File: config.mk
export PLATFORM = sky130hd
export DESIGN_NAME = fetch_stage
export DESIGN_NICKNAME = d
export VERILOG_FILES = /design/src/rtl/fetch_stage.sv
export SDC_FILE = /design/constraint.sdc
export NUM_CORES = 1
export LEC_CHECK = 0
export ABC_CLOCK_PERIOD_IN_PS = 2900
export CAP_MARGIN = 20
export CORE_MARGIN = 1.5
export CORE_UTILIZATION = 45
export CTS_CLUSTER_DIAMETER = 30
export DETAILED_ROUTE_END_ITERATION = 10
export DONT_BUFFER_PORTS = 1
export SKIP_CTS_REPAIR_TIMING = 1
export SYNTH_ARGS = -nofsm -noshare
export SYNTH_HDL_FRONTEND = slang
export SYNTH_SLANG_ARGS = --single-unit
File: constraint.sdc
create_clock -name clk -period 2.9 [get_ports clk]
set_input_delay 0.58 -clock clk [delete_from_list [all_inputs] [get_ports clk]]
set_output_delay 0.58 -clock clk [all_outputs]
set_load 0.1 [all_outputs]
File: src/rtl/fetch_stage.sv
// Instruction-fetch stage: owns the PC, requests instructions from instruction
// memory over a valid/ready handshake and fills the 64-bit IF/ID register.
// It honours decode's pcHOLD stall. A taken branch flushes the wrong-path
// fetch and redirects the PC.
module fetch_stage #(
    parameter logic [31:0] RESET_PC  = 32'h0000_0000,
    parameter logic [31:0] NOP_INSTR = 32'h0000_0000
) (
    input  logic        clk,
    input  logic        rst_n,
    input  logic        pcHOLD,
    input  logic        BranchControlSignal,
    input  logic [31:0] BranchTarget,
    output logic        imem_req,
    output logic [31:0] imem_addr,
    input  logic        imem_ready,
    input  logic [31:0] imem_rdata,
    output logic [63:0] IFIDReg,
    output logic        IFIDValid
);

    typedef enum logic [1:0] {
        FETCH    = 2'd0,  // requesting at PC
        HOLD_BUF = 2'd1,  // fetched word parked while decode stalls
        DROP     = 2'd2   // redirect pending, old request still outstanding
    } state_e;

    localparam logic [31:0] RESET_PC_ALIGNED = {RESET_PC[31:2], 2'b00};
    localparam logic [63:0] BUBBLE           = {NOP_INSTR, 32'h0000_0000};

    state_e      state_q;
    logic [31:0] pc_q;
    logic [31:0] redirect_q;
    logic [63:0] buf_q;
    logic [63:0] ifid_q;
    logic        ifid_valid_q;
    logic        req_q;

    logic        br;
    logic        xfer;
    logic [31:0] br_target;
    logic [31:0] pc_plus4;

    // A branch raised during a stall is ignored; decode presents it again.
    assign br        = BranchControlSignal & ~pcHOLD;
    assign xfer      = req_q & imem_ready;
    assign br_target = {BranchTarget[31:2], 2'b00};
    assign pc_plus4  = pc_q + 32'd4;

    assign imem_req  = req_q;
    assign imem_addr = pc_q;
    assign IFIDReg   = ifid_q;
    assign IFIDValid = ifid_valid_q;

    // Fetch FSM with registered request, PC, IF/ID register, buffer and redirect.
    // NOTE: sequential state uses non-blocking assignments only, so every
    // register samples the pre-edge values of the others regardless of order.
    always_ff @(posedge clk or negedge rst_n) begin
        if (!rst_n) begin
            state_q      <= FETCH;
            pc_q         <= RESET_PC_ALIGNED;
            redirect_q   <= 32'h0000_0000;
            buf_q        <= 64'h0;
            ifid_q       <= BUBBLE;
            ifid_valid_q <= 1'b0;
            req_q        <= 1'b0;
        end else begin
            // Request is raised in every state except HOLD_BUF. The HOLD_BUF
            // branches below override this default.
            req_q <= 1'b1;
            case (state_q)
                FETCH: begin
                    if (br) begin
                        ifid_q       <= BUBBLE;
                        ifid_valid_q <= 1'b0;
                        if (xfer) begin
                            pc_q <= br_target;
                        end else begin
                            // Request must not be withdrawn; drop its data later.
                            redirect_q <= br_target;
                            state_q    <= DROP;
                        end
                    end else if (xfer) begin
                        pc_q <= pc_plus4;
                        if (pcHOLD) begin
                            buf_q   <= {imem_rdata, pc_plus4};
                            state_q <= HOLD_BUF;
                            req_q   <= 1'b0;
                        end else begin
                            ifid_q       <= {imem_rdata, pc_plus4};
                            ifid_valid_q <= 1'b1;
                        end
                    end else if (!pcHOLD) begin
                        ifid_q       <= BUBBLE;
                        ifid_valid_q <= 1'b0;
                    end
                end

                HOLD_BUF: begin
                    if (br) begin
                        pc_q         <= br_target;
                        ifid_q       <= BUBBLE;
                        ifid_valid_q <= 1'b0;
                        state_q      <= FETCH;
                    end else if (!pcHOLD) begin
                        ifid_q       <= buf_q;
                        ifid_valid_q <= 1'b1;
                        state_q      <= FETCH;
                    end else begin
                        req_q <= 1'b0;
                    end
                end

                DROP: begin
                    if (xfer) begin
                        // Latest branch wins if another one arrives on the drop edge.
                        pc_q    <= br ? br_target : redirect_q;
                        state_q <= FETCH;
                    end else if (br) begin
                        redirect_q <= br_target;
                    end
                    if (!pcHOLD) begin
                        ifid_q       <= BUBBLE;
                        ifid_valid_q <= 1'b0;
                    end
                end

                default: begin
                    state_q <= FETCH;
                end
            endcase
        end
    end

endmodule
==> impl_metrics.xml <==
<?xml version="1.0" encoding="UTF-8"?>
<metrics>
  <group name="sta">
    <metric name="fin_hold_ws" unit="ns">-0.1727</metric>
    <metric name="max_slew.worst_pin.slew" unit="ns">1.014</metric>
    <metric name="layout_min_cycle_time" unit="ns">2.507</metric>
    <metric name="timing.final.ws_setup" unit="ns">0.3925</metric>
    <metric name="fin_crit_sh" unit="%">86.47</metric>
    <metric name="achievable-frequency" unit="GHz">0.3988</metric>
    <metric name="grt_setup_unrepaired" unit="">false</metric>
    <metric name="setup_violating_endpoint_count_in_the_final_report" unit="">0</metric>
    <metric name="timing.slew.headroom" unit="%">32.37</metric>
    <metric name="fin_worst_skew" unit="ns">0.01473</metric>
    <metric name="finalSetupTns" unit="ns">0</metric>
    <metric name="finalMaxSlewViolations" unit="">0</metric>
    <metric name="final_hold_viol_count" unit="">196</metric>
  </group>
  <group name="clocking">
    <metric name="worstSkewPairLatency" unit="ns">0.44</metric>
    <metric name="total_cts_buffers" unit="">17</metric>
    <metric name="cts-root-to-sink-buffers" unit="">2</metric>
    <metric name="h-tree-depth" unit="">4</metric>
    <metric name="clk_root_buffer_cell" unit="">sky130_fd_sc_hd__clkbuf_16</metric>
    <metric name="clock_slew_seen_by_the_registers_of_the_worst_setup_and_hold_paths" unit="ns">0.08</metric>
    <metric name="cts.sink_count" unit="">196</metric>
    <metric name="tritoncts_clock_tree" unit="">yes</metric>
  </group>
  <group name="routing">
    <metric name="drtAntennaViolNets" unit="">0</metric>
    <metric name="routed_wl" unit="mm">27.80</metric>
    <metric name="total_vias_in_the_final_route" unit="">7957</metric>
    <metric name="drt-initial-drc-count" unit="">544</metric>
    <metric name="wire_length_per_cell_after_detailed_routing" unit="µm">20.76</metric>
    <metric name="vias_per_cell" unit="">5.942</metric>
    <metric name="drt_drc_violations_left" unit="">0</metric>
    <metric name="drtPass1Iterations" unit="">5</metric>
  </group>
  <group name="run_status">
    <metric name="failed_checks" unit="">hold timing</metric>
    <metric name="outcome" unit="">finished with violations</metric>
  </group>
  <group name="global_routing">
    <metric name="antenna_violations_before_repair" unit="">0</metric>
    <metric name="grt_start_max_net_pins" unit="">197</metric>
    <metric name="grt_first_pass_wirelength" unit="mm">43.01</metric>
    <metric name="gr-total-overflow" unit="">0</metric>
    <metric name="combined_global_route_utilization_of_all_metal_layers" unit="%">24.47</metric>
    <metric name="via_count_of_the_first_global_routing_pass" unit="">7425</metric>
  </group>
  <group name="synth">
    <metric name="post_synth_edffs" unit="">0</metric>
    <metric name="synth-warning-count" unit="">0</metric>
    <metric name="synth_cell_types" unit="">71</metric>
    <metric name="synth-async-reset-ratio" unit="%">100.0</metric>
    <metric name="synth.cell_area" unit="µm²">9925</metric>
    <metric name="synth_ff_type" unit="">sky130_fd_sc_hd__dfrtp_1</metric>
    <metric name="mean_cell_area_of_the_mapped_netlist" unit="µm²">9.479</metric>
    <metric name="synth_sequential_area_ratio" unit="%">49.42</metric>
    <metric name="netlist_instances" unit="">1047</metric>
    <metric name="synthesis.nets" unit="">1121</metric>
    <metric name="ys_ff_latch" unit="">196</metric>
  </group>
  <group name="flow_run">
    <metric name="cap_violations" unit="">0</metric>
  </group>
  <group name="cells_and_area">
    <metric name="fin_nets" unit="">1120</metric>
    <metric name="drive_above_1_share" unit="%">14.35</metric>
    <metric name="commonest_non_fill_non_tap_cell_in_the_layout" unit="">sky130_fd_sc_hd__nand2_1</metric>
    <metric name="final_cell_mix" unit="">sky130_fd_sc_hd__nand2_1 (235), sky130_fd_sc_hd__dfrtp_1 (196), sky130_fd_sc_hd__o21ai_0 (104)</metric>
    <metric name="syn_to_final_growth" unit="%">11.36</metric>
    <metric name="diodes_inserted" unit="">0</metric>
    <metric name="final.fill_count" unit="">2041</metric>
  </group>
  <group name="worst_setup_path">
    <metric name="cp_cell_sequence" unit="">ha_1, nand2_1, nor2_1, a31oi_1, a2111oi_0, o31ai_1</metric>
    <metric name="r2r_setup_slack" unit="ns">0.39</metric>
    <metric name="regToRegEndpoint" unit="">IFIDReg[24]</metric>
    <metric name="arrival" unit="ns">2.81</metric>
    <metric name="timing.critical_path.fanout_max" unit="">8</metric>
    <metric name="r2r.worst_path.cells" unit="">6</metric>
    <metric name="worst_path_largest_cell_delay" unit="ns">0.52</metric>
    <metric name="critical_path.endpoint_type" unit="">flop</metric>
    <metric name="cp-start-kind" unit="">flop</metric>
    <metric name="launching_point_of_the_worst_reg2reg_path" unit="">imem_addr[2]</metric>
    <metric name="critPathKind" unit="">reg2reg</metric>
    <metric name="crit_slowest_cell" unit="">sky130_fd_sc_hd__dfrtp_1</metric>
    <metric name="critical_path_required" unit="ns">3.20</metric>
  </group>
  <group name="placement">
    <metric name="io_buffer_count" unit="">0</metric>
    <metric name="dp_hpwl" unit="mm">18.80</metric>
    <metric name="place.gp.congestion" unit="">0.9385</metric>
    <metric name="dp_slack" unit="ns">0.4371</metric>
  </group>
  <group name="floorplan">
    <metric name="fp-row-count" unit="">54</metric>
    <metric name="io_pins" unit="">167</metric>
    <metric name="die_h" unit="µm">151.5</metric>
    <metric name="initial_utilization" unit="%">45.62</metric>
    <metric name="placeable_core_region" unit="µm²">21760</metric>
    <metric name="die_w" unit="µm">151.5</metric>
    <metric name="fp.dieArea" unit="µm²">22950</metric>
  </group>
  <group name="min_path">
    <metric name="holdCritPathClass" unit="">in2async</metric>
  </group>
</metrics>
[worst max-delay path by stage]
stage / depth (start not counted) / endpoint / slack (ns) / startpoint
detailed placement: 8 / IFIDReg[16] / 0.44 / state_q[0]
CTS: 8 / IFIDReg[16] / 0.41 / state_q[0]
global placement: 6 / IFIDReg[30] / 0.51 / imem_addr[2]
global route: 8 / IFIDReg[16] / 0.22 / state_q[0]
floorplan: 6 / IFIDReg[19] / 0.29 / imem_addr[9]
finish: 6 / IFIDReg[24] / 0.39 / imem_addr[2]
[layer usage]
metal	global-route usage [%]	wire length (µm)	up-vias
li1	-	-	3797
met1	34.43	12700	3901
met2	37.39	12590	233
met3	6.467	2141	26
met4	6.490	369	0
met5	0	0	-
[state kept, by name (all words and copies together), names as in the netlist]
register and flops:
state_q 2, imem_addr 32, redirect_q 32, buf_q 64, IFIDReg 64, imem_req 1, IFIDValid 1
[critical path, delay by kind of cell, from the launching register on]
kind | cells | cell delay (ns)
DFF | 1 | 0.52
AOI/OAI and AO/OA | 3 | 0.89
and+or+nand+nor | 2 | 0.65
adders and majority gates | 1 | 0.31
[cells by family after synthesis]
kind of cell	synth area share [%]
AOI/OAI and AO/OA	22.49
DFF	49.42
and+or+nand+nor	16.57
adders and majority gates	0.6304
xor gates and xnor gates	2.206
muxes	4.602
buffers and inverters	4.085
[synthesized netlist by cell type (16+ instances only)]
master                       n  area, µm²
sky130_fd_sc_hd__nand2_1   236      885.9
sky130_fd_sc_hd__dfrtp_1   196       4905
sky130_fd_sc_hd__o21ai_0   104      520.5
sky130_fd_sc_hd__a22oi_1    54      405.4
sky130_fd_sc_hd__clkbuf_1   53      198.9
sky130_fd_sc_hd__mux2_2     36      405.4
sky130_fd_sc_hd__a21oi_1    34      170.2
sky130_fd_sc_hd__nor2_1     28      105.1
sky130_fd_sc_hd__buf_2      21      105.1
sky130_fd_sc_hd__a221oi_1   16      140.1
sky130_fd_sc_hd__a22o_1     16      140.1
sky130_fd_sc_hd__nand3_1    16      80.08
sky130_fd_sc_hd__xnor2_1    16      140.1
[through the flow]
step                      cells  cell area, µm²  hold WS (ns)  utilization (%)
final                      1339           11050       -0.1727            50.80
after global routing       1339           11050       -0.1892            50.80
after CTS                  1339           11050       -0.1777            50.80
after detailed placement   1307           10480        0.2932            48.15
after global placement     1307           10480        0.2940            48.15
after floorplan            1047            9925        0.2844                -
[layout make-up]
cell class	count	area, µm²	share of cell area [%]
Clock buffer	18	439.2	3.974
Inverter	13	48.80	0.4415
Sequential cell	196	4905	44.38
Clock inverter	14	136.4	1.234
Tap cell	280	350.3	3.170
Timing Repair Buffer	63	535.5	4.845
Multi-Input combinational cell	755	4637	41.96
Power is not shown: default switching activity piles up to over one toggle a cycle in this logic, so the estimate is an artifact.
